$ cat config.mk
export PLATFORM = sky130hd
export DESIGN_NAME = score_grader
export DESIGN_NICKNAME = d
export VERILOG_FILES = /design/src/rtl/score_pkg.sv /design/src/rtl/score_div.sv /design/src/rtl/score_grader.sv
export SDC_FILE = /design/constraint.sdc
export NUM_CORES = 1
export LEC_CHECK = 0
export ABC_AREA = 1
export BUFFER_PORTS_ARGS = -buffer_cell sky130_fd_sc_hd__buf_2
export CELL_PAD_IN_SITES_DETAIL_PLACEMENT = 0
export CELL_PAD_IN_SITES_GLOBAL_PLACEMENT = 2
export CORE_ASPECT_RATIO = 1.75
export CORE_MARGIN = 2
export CORE_UTILIZATION = 36
export DETAILED_ROUTE_END_ITERATION = 8
export GPL_ROUTABILITY_DRIVEN = 0
export MAX_ROUTING_LAYER = met4
export PLACE_DENSITY = 0.94
export SLEW_MARGIN = 10
export SYNTH_ARGS = -nofsm -noshare
export SYNTH_HDL_FRONTEND = slang
export SYNTH_HIERARCHICAL = 1
export SYNTH_SLANG_ARGS = --single-unit
$ cat constraint.sdc
create_clock -name clk -period 4.5 [get_ports clk]
set_input_delay 0 -clock clk [delete_from_list [all_inputs] [get_ports clk]]
set_output_delay 0 -clock clk [all_outputs]
set_load 0.03 [all_outputs]
$ cat src/rtl/score_pkg.sv
// score_pkg: shared state/grade types and default grade thresholds for score_grader
package score_pkg;
    typedef enum logic [2:0] {IDLE, COLLECT, DIVIDE, GRADE, DONE} grader_state_t;
    typedef logic [1:0] grade_t;
    localparam int DEF_THRESH_3 = 100;
    localparam int DEF_THRESH_2 = 300;
    localparam int DEF_THRESH_1 = 600;
endpackage

$ cat src/rtl/score_div.sv
// score_div: restoring divider, one quotient bit per cycle, WIDTH cycles after start
module score_div #(
    parameter int WIDTH = 32,
    parameter int OUT_WIDTH = WIDTH
) (
    input  logic                 clk,
    input  logic                 rst,
    input  logic                 start,
    input  logic [WIDTH-1:0]     dividend,
    input  logic [WIDTH-1:0]     divisor,
    output logic [OUT_WIDTH-1:0] quotient,
    output logic                 done
);
    localparam int SW = $clog2(WIDTH + 1);
    logic [WIDTH-1:0] rem, quo, dvs;
    logic [SW-1:0] step;
    logic active;
    logic [WIDTH:0] trial, diff;
    assign trial = {rem, quo[WIDTH-1]};
    assign diff = trial - {1'b0, dvs};
    // done flags the cycle whose edge retires the last quotient bit
    assign done = active && step == SW'(WIDTH - 1);
    assign quotient = quo[OUT_WIDTH-1:0];
    // dividend bits shift out of quo while quotient bits shift in behind them
    always_ff @(posedge clk) begin
        if (rst) begin
            active <= 1'b0;
            step <= '0;
            rem <= '0;
            quo <= '0;
            dvs <= '0;
        end else if (start) begin
            active <= 1'b1;
            step <= '0;
            rem <= '0;
            quo <= dividend;
            dvs <= divisor;
        end else if (active) begin
            rem <= diff[WIDTH] ? trial[WIDTH-1:0] : diff[WIDTH-1:0];
            quo <= {quo[WIDTH-2:0], !diff[WIDTH]};
            step <= step + SW'(1);
            active <= !done;
        end
    end
endmodule

$ cat src/rtl/score_grader.sv
// score_grader: routine mean/best/grade over valid/ready frames; SCORE_GRADER_BEST_EN builds best-frame tracking
module score_grader
    import score_pkg::*;
#(
    parameter int DATA_WIDTH = 24,
    parameter int CNT_WIDTH = 8,
    parameter int ACC_WIDTH = DATA_WIDTH + CNT_WIDTH,
    parameter int THRESH_3 = DEF_THRESH_3,
    parameter int THRESH_2 = DEF_THRESH_2,
    parameter int THRESH_1 = DEF_THRESH_1
) (
    input  logic                  clk,
    input  logic                  rst,
    input  logic                  routine_start,
    input  logic                  routine_end,
    input  logic                  in_valid,
    output logic                  in_ready,
    input  logic [DATA_WIDTH-1:0] score_in,
    output logic [DATA_WIDTH-1:0] avg_score,
    output logic [DATA_WIDTH-1:0] best_score,
    output logic [1:0]            grade,
    output logic                  overflow,
    output logic                  out_valid,
    output logic                  busy
);
    grader_state_t state;
    logic [ACC_WIDTH-1:0] acc, acc_nx;
    logic [CNT_WIDTH-1:0] cnt, cnt_nx;
    logic [DATA_WIDTH-1:0] quotient, mean;
    logic ovf, no_frames, clr, take, drop, fin, div_start, div_done;
    grade_t tier;
    assign in_ready = state == COLLECT;
    assign busy = state != IDLE;
    assign clr = routine_start && (state == IDLE || state == COLLECT);
    assign take = in_ready && in_valid && !routine_start && cnt != '1;
    assign drop = in_ready && in_valid && !routine_start && cnt == '1;
    assign acc_nx = take ? acc + ACC_WIDTH'(score_in) : acc;
    assign cnt_nx = take ? cnt + CNT_WIDTH'(1) : cnt;
    assign fin = in_ready && routine_end && !routine_start;
    assign div_start = fin && cnt_nx != '0;
    assign mean = no_frames ? '1 : quotient;
    assign tier = mean < DATA_WIDTH'(THRESH_3) ? 2'd3 :
                  mean < DATA_WIDTH'(THRESH_2) ? 2'd2 :
                  mean < DATA_WIDTH'(THRESH_1) ? 2'd1 : 2'd0;

    score_div #(.WIDTH(ACC_WIDTH), .OUT_WIDTH(DATA_WIDTH)) u_div (
        .clk(clk),
        .rst(rst),
        .start(div_start),
        .dividend(acc_nx),
        .divisor(ACC_WIDTH'(cnt_nx)),
        .quotient(quotient),
        .done(div_done)
    );

    // routine control, accumulation and registered result outputs
    always_ff @(posedge clk) begin
        if (rst) begin
            state <= IDLE;
            acc <= '0;
            cnt <= '0;
            ovf <= 1'b0;
            no_frames <= 1'b0;
            avg_score <= '0;
            grade <= '0;
            overflow <= 1'b0;
            out_valid <= 1'b0;
        end else begin
            acc <= clr ? '0 : acc_nx;
            cnt <= clr ? '0 : cnt_nx;
            ovf <= clr ? 1'b0 : ovf | drop;
            no_frames <= fin ? cnt_nx == '0 : no_frames;
            out_valid <= state == GRADE;
            case (state)
                IDLE:    state <= routine_start ? COLLECT : IDLE;
                COLLECT: state <= fin ? (div_start ? DIVIDE : GRADE) : COLLECT;
                DIVIDE:  state <= div_done ? GRADE : DIVIDE;
                GRADE: begin
                    avg_score <= mean;
                    grade <= tier;
                    overflow <= ovf;
                    state <= DONE;
                end
                default: state <= IDLE;
            endcase
        end
    end

`ifdef SCORE_GRADER_BEST_EN
    logic [DATA_WIDTH-1:0] best;
    // minimum accepted frame, published alongside the other results
    always_ff @(posedge clk) begin
        if (rst) begin
            best <= '1;
            best_score <= '0;
        end else begin
            best <= clr ? '1 : (take && score_in < best) ? score_in : best;
            best_score <= state == GRADE ? best : best_score;
        end
    end
`else
    assign best_score = '0;
`endif
endmodule
==> results.md, run 1 <==
- Distinct cells, synth: 50
- Num CTS Buffers: 17
- RSZ-0062 raised after global routing: false
- Final #Nets: 2149
- Initial antenna violation count: 0
- R2r startpoint: out_valid
- Combinational Power Share: 23.7%
- Die area: 36100 um2
- Hold Startpoint: score_in[0]
- CTS root buf: clkbuf_16
- Max Clock Freq: 274 MHz
- Core box area: about 34000 um2
- Setup crit end kind: register
- IO buf count: slightly below 60
- Area share of the largest cell type after synthesis: 28.2%
- Worst Path Arrival: 4.05 ns
- Vias in the first global route: roughly 12000
- Power Density: 306 nW/um2
- FF-to-FF End: u_div/quo[5]
- Die Ht: 250 um
- Worst skew pair latency: around 0.46 ns
- First-pass GRT wire length: around 63000 um
- Setup Viol. Count Final: 0
- Max IR drop VDD: ~0.00026 V
- Max-slew violations: 0
- Via count: 12200
- Largest family of logic cells by synthesized area: simple AND/OR/NAND/NOR gates
- Htree depth: 4
- Synth Area in Adders: 6.17%
- CTS Sinks: around 180
- Synth Area in XOR/XNOR: around 1.5%
- Post-synth top flop: dfxtp_1
- N_diodes: 0
- P_leak: 0.00689 uW
- Starting Density: 36.3%
- Setup Buffers After CTS: 0
- GRT overflow: 0
- Layout filler cell count: 3862
- Cells after Synth: 2033
- Syn Std Cell Area: 12400 um2
- Most common cell after layout, fill and taps aside: nand2_1
- TNS Setup: 0 ns
- Compound-gate portion of the synthesized area: 14.2%
- CTS clk-pin slew, worst paths: about 0.080 ns
- Io pins: 83
- Final wirelength: 39700 um
- Synth area leaders: dfxtp_1 (28%), nand2_1 (19%), inv_1 (11%)
- Final core utilization: between 30% and 40%
- Initial DRC Count: 489
- Layout area overhead: 8.58%
- Commonest cells after routing, fill and taps aside: nand2_1 (617), inv_1 (358), dfxtp_1 (175)
- Worst slew pin tran: 1.17 ns
- Final min period: 3.64 ns
- Share of cells above drive strength 1: between 7 and 8%
- Wire per inst: 15.7 um
- Synth Warn #: 6
- Multiplexer area fraction after synthesis: 0%
- Chip Width: roughly 140 um
- Site Rows: 90
- Cell depth of the worst flop-to-flop path: 18
- TritonCTS clock tree: yes
- Worst hold path class: in -> reg
- WS Path Type: reg -> reg
- Gr usage total: 23.3%
- Pint: about 2600 uW
- Post-synth EDFFs: 0
- Switching power: 1520 uW
- Post-synthesis sequential area ratio: 28.2%
- Status: complete, no violations
- Worst Skew: between 0.015 and 0.02 ns
- Clock network power share: 38.1%
- Simple-gate share of the synthesized area: 33.1%
- Vias/cell: ~4.8
- Seq pwr share: 38.1%
- Final hold vios: 0
- Largest net degree at the start of global routing: 65
- Sw Share: 36.9%
- DRC Markers: 0
- Area leader, netlist: dfxtp_1
- Max Cap Viol: 0
- FF-to-FF setup slack: 0.86 ns
- Hold path depth: 4
- Slew headroom: between 20% and 30%
- Synthesized area per cell: 6.11 um2
- CP startpoint kind: register
- Hold EP: acc[0]
- CP required: slightly below 5 ns
- Detailed Routing Iterations Pass 1: 5
- Seq cells post-synth: 175
- Post-DP HPWL: 30900 um
- Post-DRT Antenna Nets: 0
- Final period util: between 80% and 90%
- Crit Path Max Fanout: 30
- Maximum root-to-sink buffer count: 2
- Asr flop ratio synth: 0%
-- final cells by class --
type | count | area [um2] | share of cell area (%)
multi-input cells | 1429 | 7000 | 51.9
well taps | 460 | 576 | 4.27
clock inverters | 15 | 210 | 1.56
inverters | 366 | 1370 | 10.2
clock buffers | 17 | 425 | 3.16
flip-flops and latches | 175 | 3500 | 26.0
repair buffers | 71 | 395 | 2.93
-- worst max-delay path by stage --
stage	from	to	slack [ns]	depth (start not counted)
after floorplan	out_valid	u_div/rem[19]	1.88	13
after global placement	out_valid	u_div/quo[5]	1.10	18
after detailed placement	out_valid	u_div/quo[5]	0.94	18
after CTS	out_valid	u_div/quo[5]	0.93	18
after global routing	out_valid	u_div/quo[25]	0.46	18
final	out_valid	u_div/quo[5]	0.86	18
-- kinds of logic (layout without fill, tap and decap cells) --
| logic type | count (synthesis) | count (layout) |
|---|---|---|
| adder cells (fa/ha/maj) | 60 | 60 |
| other | 1 | 48 |
| XOR/XNOR | 21 | 21 |
| flip-flops | 175 | 175 |
| AO/OA/AOI/OAI | 321 | 321 |
| buffers and inverters | 476 | 469 |
| AND/OR/NAND/NOR | 979 | 979 |
-- stage by stage --
stage	hold slack, ns	std cells	setup slack, ns	instance area, um2	total power [uW]
2_1_floorplan	0.0624	2080	1.88	12600	2390
4_1_cts	0.0218	2533	0.926	13500	4190
3_5_place_dp	0.308	2498	0.939	12800	2600
3_3_place_gp	0.309	2498	1.10	12800	2600
5_1_grt	0.0772	2533	0.457	13500	4380
6_report	0.0382	2533	0.856	13500	4130
-- cell usage after synthesis (3+ instances only) --
| master | instances |
|---|---|
| and2_1 | 4 |
| nand4_1 | 21 |
| a22oi_1 | 20 |
| buf_1 | 5 |
| nand3b_1 | 7 |
| buf_6 | 9 |
| nand2_4 | 4 |
| nor3b_1 | 3 |
| inv_1 | 358 |
| dfxtp_1 | 175 |
| buf_4 | 50 |
| nor2_1 | 149 |
| inv_2 | 6 |
| nand2_1 | 617 |
| o21bai_1 | 3 |
| clkbuf_1 | 33 |
| o21a_1 | 4 |
| nor2_4 | 3 |
| nor4_1 | 3 |
| buf_2 | 9 |
| a31oi_1 | 11 |
| xnor2_1 | 3 |
| o221ai_1 | 3 |
| nand3_1 | 111 |
| nor3_1 | 19 |
| o211ai_1 | 10 |
| o21ai_0 | 104 |
| or2_2 | 14 |
| a21oi_1 | 154 |
| a21oi_2 | 5 |
| nand2_2 | 18 |
| ha_1 | 58 |
| xor2_1 | 18 |
-- registers in the layout (all words and copies together), names as in the netlist --
| register | count |
|---|---|
| overflow | 1 |
| ovf | 1 |
| u_div/step | 6 |
| avg_score | 24 |
| u_div/dvs | 32 |
| state | 2 |
| acc | 32 |
| out_valid | 1 |
| u_div/quo | 32 |
| u_div/active | 1 |
| u_div/rem | 32 |
| no_frames | 1 |
| cnt | 8 |
| grade | 2 |
-- power groups by stage --
stage	Combinational, uW	Sequential [uW]	Clock (uW)
6_report	981	1580	1570
4_1_cts	992	1580	1630
3_3_place_gp	986	1610	0
3_5_place_dp	985	1610	0
5_1_grt	1120	1580	1680
2_1_floorplan	778	1620	0
-- routing by layer --
layer  GRT usage [%]  vias up  wire, um
met5               -        -         0
met4            16.0        0      3120
met3            2.63      119       850
met2            44.1      228     21800
met1            21.1     5478     13900
li1                -     6328         -
-- repair_timing --
item,4_1_cts,5_1_grt
gates resized for setup,0,0
hold endpoints to repair,4,0
setup endpoints to repair,0,0
hold buffers,3,0
-- worst max-delay path, stage by stage (launching register included) --
cell	delay [ns]
dfxtp_1	0.34
nor2_2	0.19
nand3_2	0.11
nor2_4	0.26
nand2_4	0.28
nand2_1	0.15
nand2_2	0.06
inv_2	0.05
nand2_1	0.05
nor2_1	0.20
nand2_1	0.08
nand2_1	0.08
inv_1	0.07
buf_4	0.21
nor2_1	0.61
inv_1	0.41
o221ai_1	0.28
nand2_1	0.08
inv_1	0.07
(Power assumes the default switching activity.)
==> run 2, diff against run 1 <==
--- a/config.mk
+++ b/config.mk
@@ -5,17 +5,17 @@
 export SDC_FILE = /design/constraint.sdc
 export NUM_CORES = 1
 export LEC_CHECK = 0
-export ABC_AREA = 1
+export ABC_AREA = 0
 export BUFFER_PORTS_ARGS = -buffer_cell sky130_fd_sc_hd__buf_2
 export CELL_PAD_IN_SITES_DETAIL_PLACEMENT = 0
 export CELL_PAD_IN_SITES_GLOBAL_PLACEMENT = 2
 export CORE_ASPECT_RATIO = 1.75
 export CORE_MARGIN = 2
-export CORE_UTILIZATION = 36
+export CORE_UTILIZATION = 33
 export DETAILED_ROUTE_END_ITERATION = 8
 export GPL_ROUTABILITY_DRIVEN = 0
 export MAX_ROUTING_LAYER = met4
-export PLACE_DENSITY = 0.94
+export PLACE_DENSITY = 0.84
 export SLEW_MARGIN = 10
 export SYNTH_ARGS = -nofsm -noshare
 export SYNTH_HDL_FRONTEND = slang
==> constraint.sdc (replaced) <==
create_clock -name clk -period 3 [get_ports clk]
set_input_delay 0 -clock clk [delete_from_list [all_inputs] [get_ports clk]]
set_output_delay 0 -clock clk [all_outputs]
set_load 0.03 [all_outputs]
==> run 2 against run 1 <==
  * Die area shrank 3.6%
  * Sequential power grew 49%
  * Sequential cell count is the same
  * Critical path depth shrank 4
  * Combinational power shrank 14%
  * Core utilization shrank 1.7 points
  * Clock power grew 32%
  * Global-route usage shrank 4.8 points
  * Final area shrank 8.2%
  * Area after synthesis shrank 12%
  * Setup slack lost 0.75 ns
  * Register-to-register slack lost 0.75 ns
  * Highest routed layer unchanged
==> results.md, run 2 <==
- Status: complete, no violations
- Worst slew pin tran: 0.831 ns (-0.338 ns)
- Worst Skew: 0.0120 ns (-0.00351 ns)
- Max-slew violations: 0 (unchanged)
- Initial DRC Count: 329 (-33%)
- N_diodes: 0 (unchanged)
- Core box area: 32800 um2 (-4.2%)
- DP Cell Count: 1810 (-28%)
- Synth area leaders: dfxtp_1 (32%), mux2i_1 (8.9%), ha_1 (6.6%)
- Area share of the largest cell type after synthesis: 31.9% (+3.7 points)
- Max Clock Freq: 345 MHz (+26%)
- Post-synth EDFFs: 0 (unchanged)
- Worst hold path class: in -> reg
- Chip Width: 142 um (-1.8%)
- Cell depth of the worst flop-to-flop path: 14 (-4)
- Htree depth: 4 (unchanged)
- Die area: 34800 um2 (-3.6%)
- Post-synthesis sequential area ratio: 31.9% (+3.7 points)
- CP required: 3.32 ns (-1.59 ns)
- Distinct cells, synth: 86 (+72%)
- Crit Path Max Fanout: 4 (-87%)
- Seq pwr share: 44.5% (+6.4 points)
- Top-count cell post-synth: nor2_1
- Final period util: 96.6% (+16 points)
- Vias in the first global route: 9420 (-23%)
- Most common cell after layout, fill and taps aside: nor2_1
- Top post-synthesis cells by count: nor2_1 (189), dfxtp_1 (175), a21oi_1 (139)
- Setup Viol. Count Final: 0 (unchanged)
- DRC Markers: 0 (unchanged)
- Synthesized area per cell: 7.96 um2 (+30%)
- Highest metal used: met4
- Clock network power share: 39.4% (+1.3 points)
- Largest net degree at the start of global routing: 68 (+4.6%)
- Share of cells above drive strength 1: 12.2% (+4.7 points)
- Routed wl met2: 17600 um (-19%)
- Hold Startpoint: routine_start
- Site Rows: 88 (-2.2%)
- Max IR drop VDD: 0.000357 V (+36%)
- CTS root buf: clkbuf_16
- Detailed Routing Iterations Pass 1: 4 (-1)
- Maximum root-to-sink buffer count: 2 (unchanged)
- R2r startpoint: u_div/quo[31]
- RSZ-0062 raised after global routing: true
- WS Path Type: reg -> reg
- TNS Setup: 0 ns (unchanged)
- Final hold vios: 0 (unchanged)
- Worst skew pair latency: 0.45 ns (about the same)
- Area leader, netlist: dfxtp_1
- Initial antenna violation count: 0 (unchanged)
- Finished Layout Cells: 1853 (-27%)
- Setup crit end kind: register
- FF-to-FF setup slack: 0.10 ns (-0.75 ns)
- Num CTS Buffers: 17 (unchanged)
- Post-DRT Antenna Nets: 0 (unchanged)
- Routed met3 length: 625 um (-26%)
- CP startpoint kind: register
- Hold EP: state[0]
- Final #Nets: 1526 (-29%)
- Hold slack: 0.0623 ns (+0.0241 ns)
- Via count: 9382 (-23%)
- Syn Std Cell Area: 11000 um2 (-12%)
- Power Density: 427 nW/um2 (+39%)
- Layout area overhead: 12.8%
- Io pins: 83 (unchanged)
- P_leak: 0.00503 uW (-27%)
- Gr usage total: 18.5% (-4.8 points)
- Starting Density: 33.4% (-2.8 points)
- Die Ht: 245 um (-1.8%)
- Combinational Power Share: 16.1% (-7.6 points)
- Wire per inst: 16.5 um (+5.4%)
- Slew headroom: 44.6% (+23 points)
- IO buf count: 58 (unchanged)
- Final min period: 2.90 ns (-0.746 ns)
- TritonCTS clock tree: yes
- FF-to-FF End: u_div/rem[2]
- Cells after Synth: 1378 (-32%)
- Seq cells post-synth: 175 (unchanged)
- GRT overflow: 0 (unchanged)
- Hold path depth: 5 (+1)
- Worst Path Arrival: 3.21 ns (-0.84 ns)
- CTS clk-pin slew, worst paths: 0.07 ns (about the same)
- Pint: 3780 uW (+45%)
- Switching power: 1500 uW (-1.5%)
- Post-DP HPWL: 23300 um (-25%)
- CTS Sinks: 175 (unchanged)
- Final wirelength: 30600 um (-23%)
- M1 WL: 10900 um (-21%)
- Max Cap Viol: 0 (unchanged)
- Asr flop ratio synth: 0% (unchanged)
- Commonest cells after routing, fill and taps aside: nor2_1 (187), dfxtp_1 (173), a21oi_1 (139)
- First-pass GRT wire length: 49000 um (-22%)
- Post-synth top flop: dfxtp_1
- Sw Share: 28.4% (-8.5 points)
- Vias/cell: 5.06 (+5.5%)
- Synth Warn #: 6 (unchanged)
## run 2: worst max-delay path by stage
stage                          to     startpoint  slack (ns)  cells after the start
floorplan           u_div/rem[29]      out_valid        0.04                     11
global placement    u_div/quo[17]         cnt[1]      -0.002                     11
detailed placement  u_div/rem[24]  u_div/quo[31]       -0.04                     13
CTS                 u_div/rem[21]  u_div/quo[31]      -0.009                     13
global route         u_div/rem[2]  u_div/quo[31]       -0.03                     14
finish               u_div/rem[2]  u_div/quo[31]        0.10                     14
## run 2: worst max-delay path: stages (launching register included)
cell and delay [ns]:
dfxtp_2 0.34, inv_2 0.05, ha_4 0.16, fa_2 0.34, nand2b_4 0.15, a21o_1 0.17
a31o_4 0.24, a21boi_4 0.21, o21bai_4 0.11, a31oi_4 0.27, buf_6 0.15, xnor2_2 0.15
buf_4 0.17, mux2i_1 0.18, a21oi_1 0.08
## run 2: cells by family (layout without fill, tap and decap cells)
group                    Yosys count  after routing  share of synthesized area (%)
XOR/XNOR                          54             55                           4.38
flip-flops                       175            175                           31.9
buffers and inverters            174            196                           7.89
AO/OA/AOI/OAI                    333            333                           18.6
multiplexers                     100            100                           9.15
adder cells (fa/ha/maj)           60             60                           6.98
AND/OR/NAND/NOR                  481            481                           21.0
other                              1             48                         0.0342
## run 2: layout make-up
cell class | instances | area (um2)
Fill cell | 3452 | 20400
Multi-Input combinational cell | 1077 | 6860
Sequential cell | 175 | 3510
Timing Repair Buffer | 108 | 746
Tap cell | 405 | 507
Clock buffer | 19 | 443
Inverter | 58 | 219
Clock inverter | 11 | 85.1
## run 2: timing repair
item	in CTS	in global routing
endpoints found under the setup margin	53	85
pin swaps	2	8
endpoints found under the hold margin	24	0
setup buffers	1	8
gates cloned	0	2
gates resized for setup	2	19
hold buffers	2	0
## run 2: power groups by stage
stage	sequential (uW)	combinational, uW	clock [uW]
2_1_floorplan	2420	560	0
3_3_place_gp	2410	759	0
3_5_place_dp	2410	759	0
4_1_cts	2350	773	2160
5_1_grt	2350	919	2250
6_report	2350	848	2080
## run 2: routing by layer
layer / track usage [%] / vias to the layer above
met1: 17.0 / 4329
li1: - / 4864
met3: 2.46 / 49
met5: - / -
met2: 36.5 / 140
met4: 9.21 / 0
## run 2: stage by stage
| step | worst slack, ns | area (um2) | total power, uW | util (%) |
|---|---|---|---|---|
| after floorplan | 0.0388 | 11100 | 2980 | - |
| after global placement | -0.00194 | 11600 | 3160 | 35.4 |
| after detailed placement | -0.0372 | 11600 | 3170 | 35.4 |
| after CTS | -0.00927 | 12200 | 5280 | 37.1 |
| after global routing | -0.0329 | 12400 | 5520 | 37.7 |
| final | 0.102 | 12400 | 5280 | 37.7 |
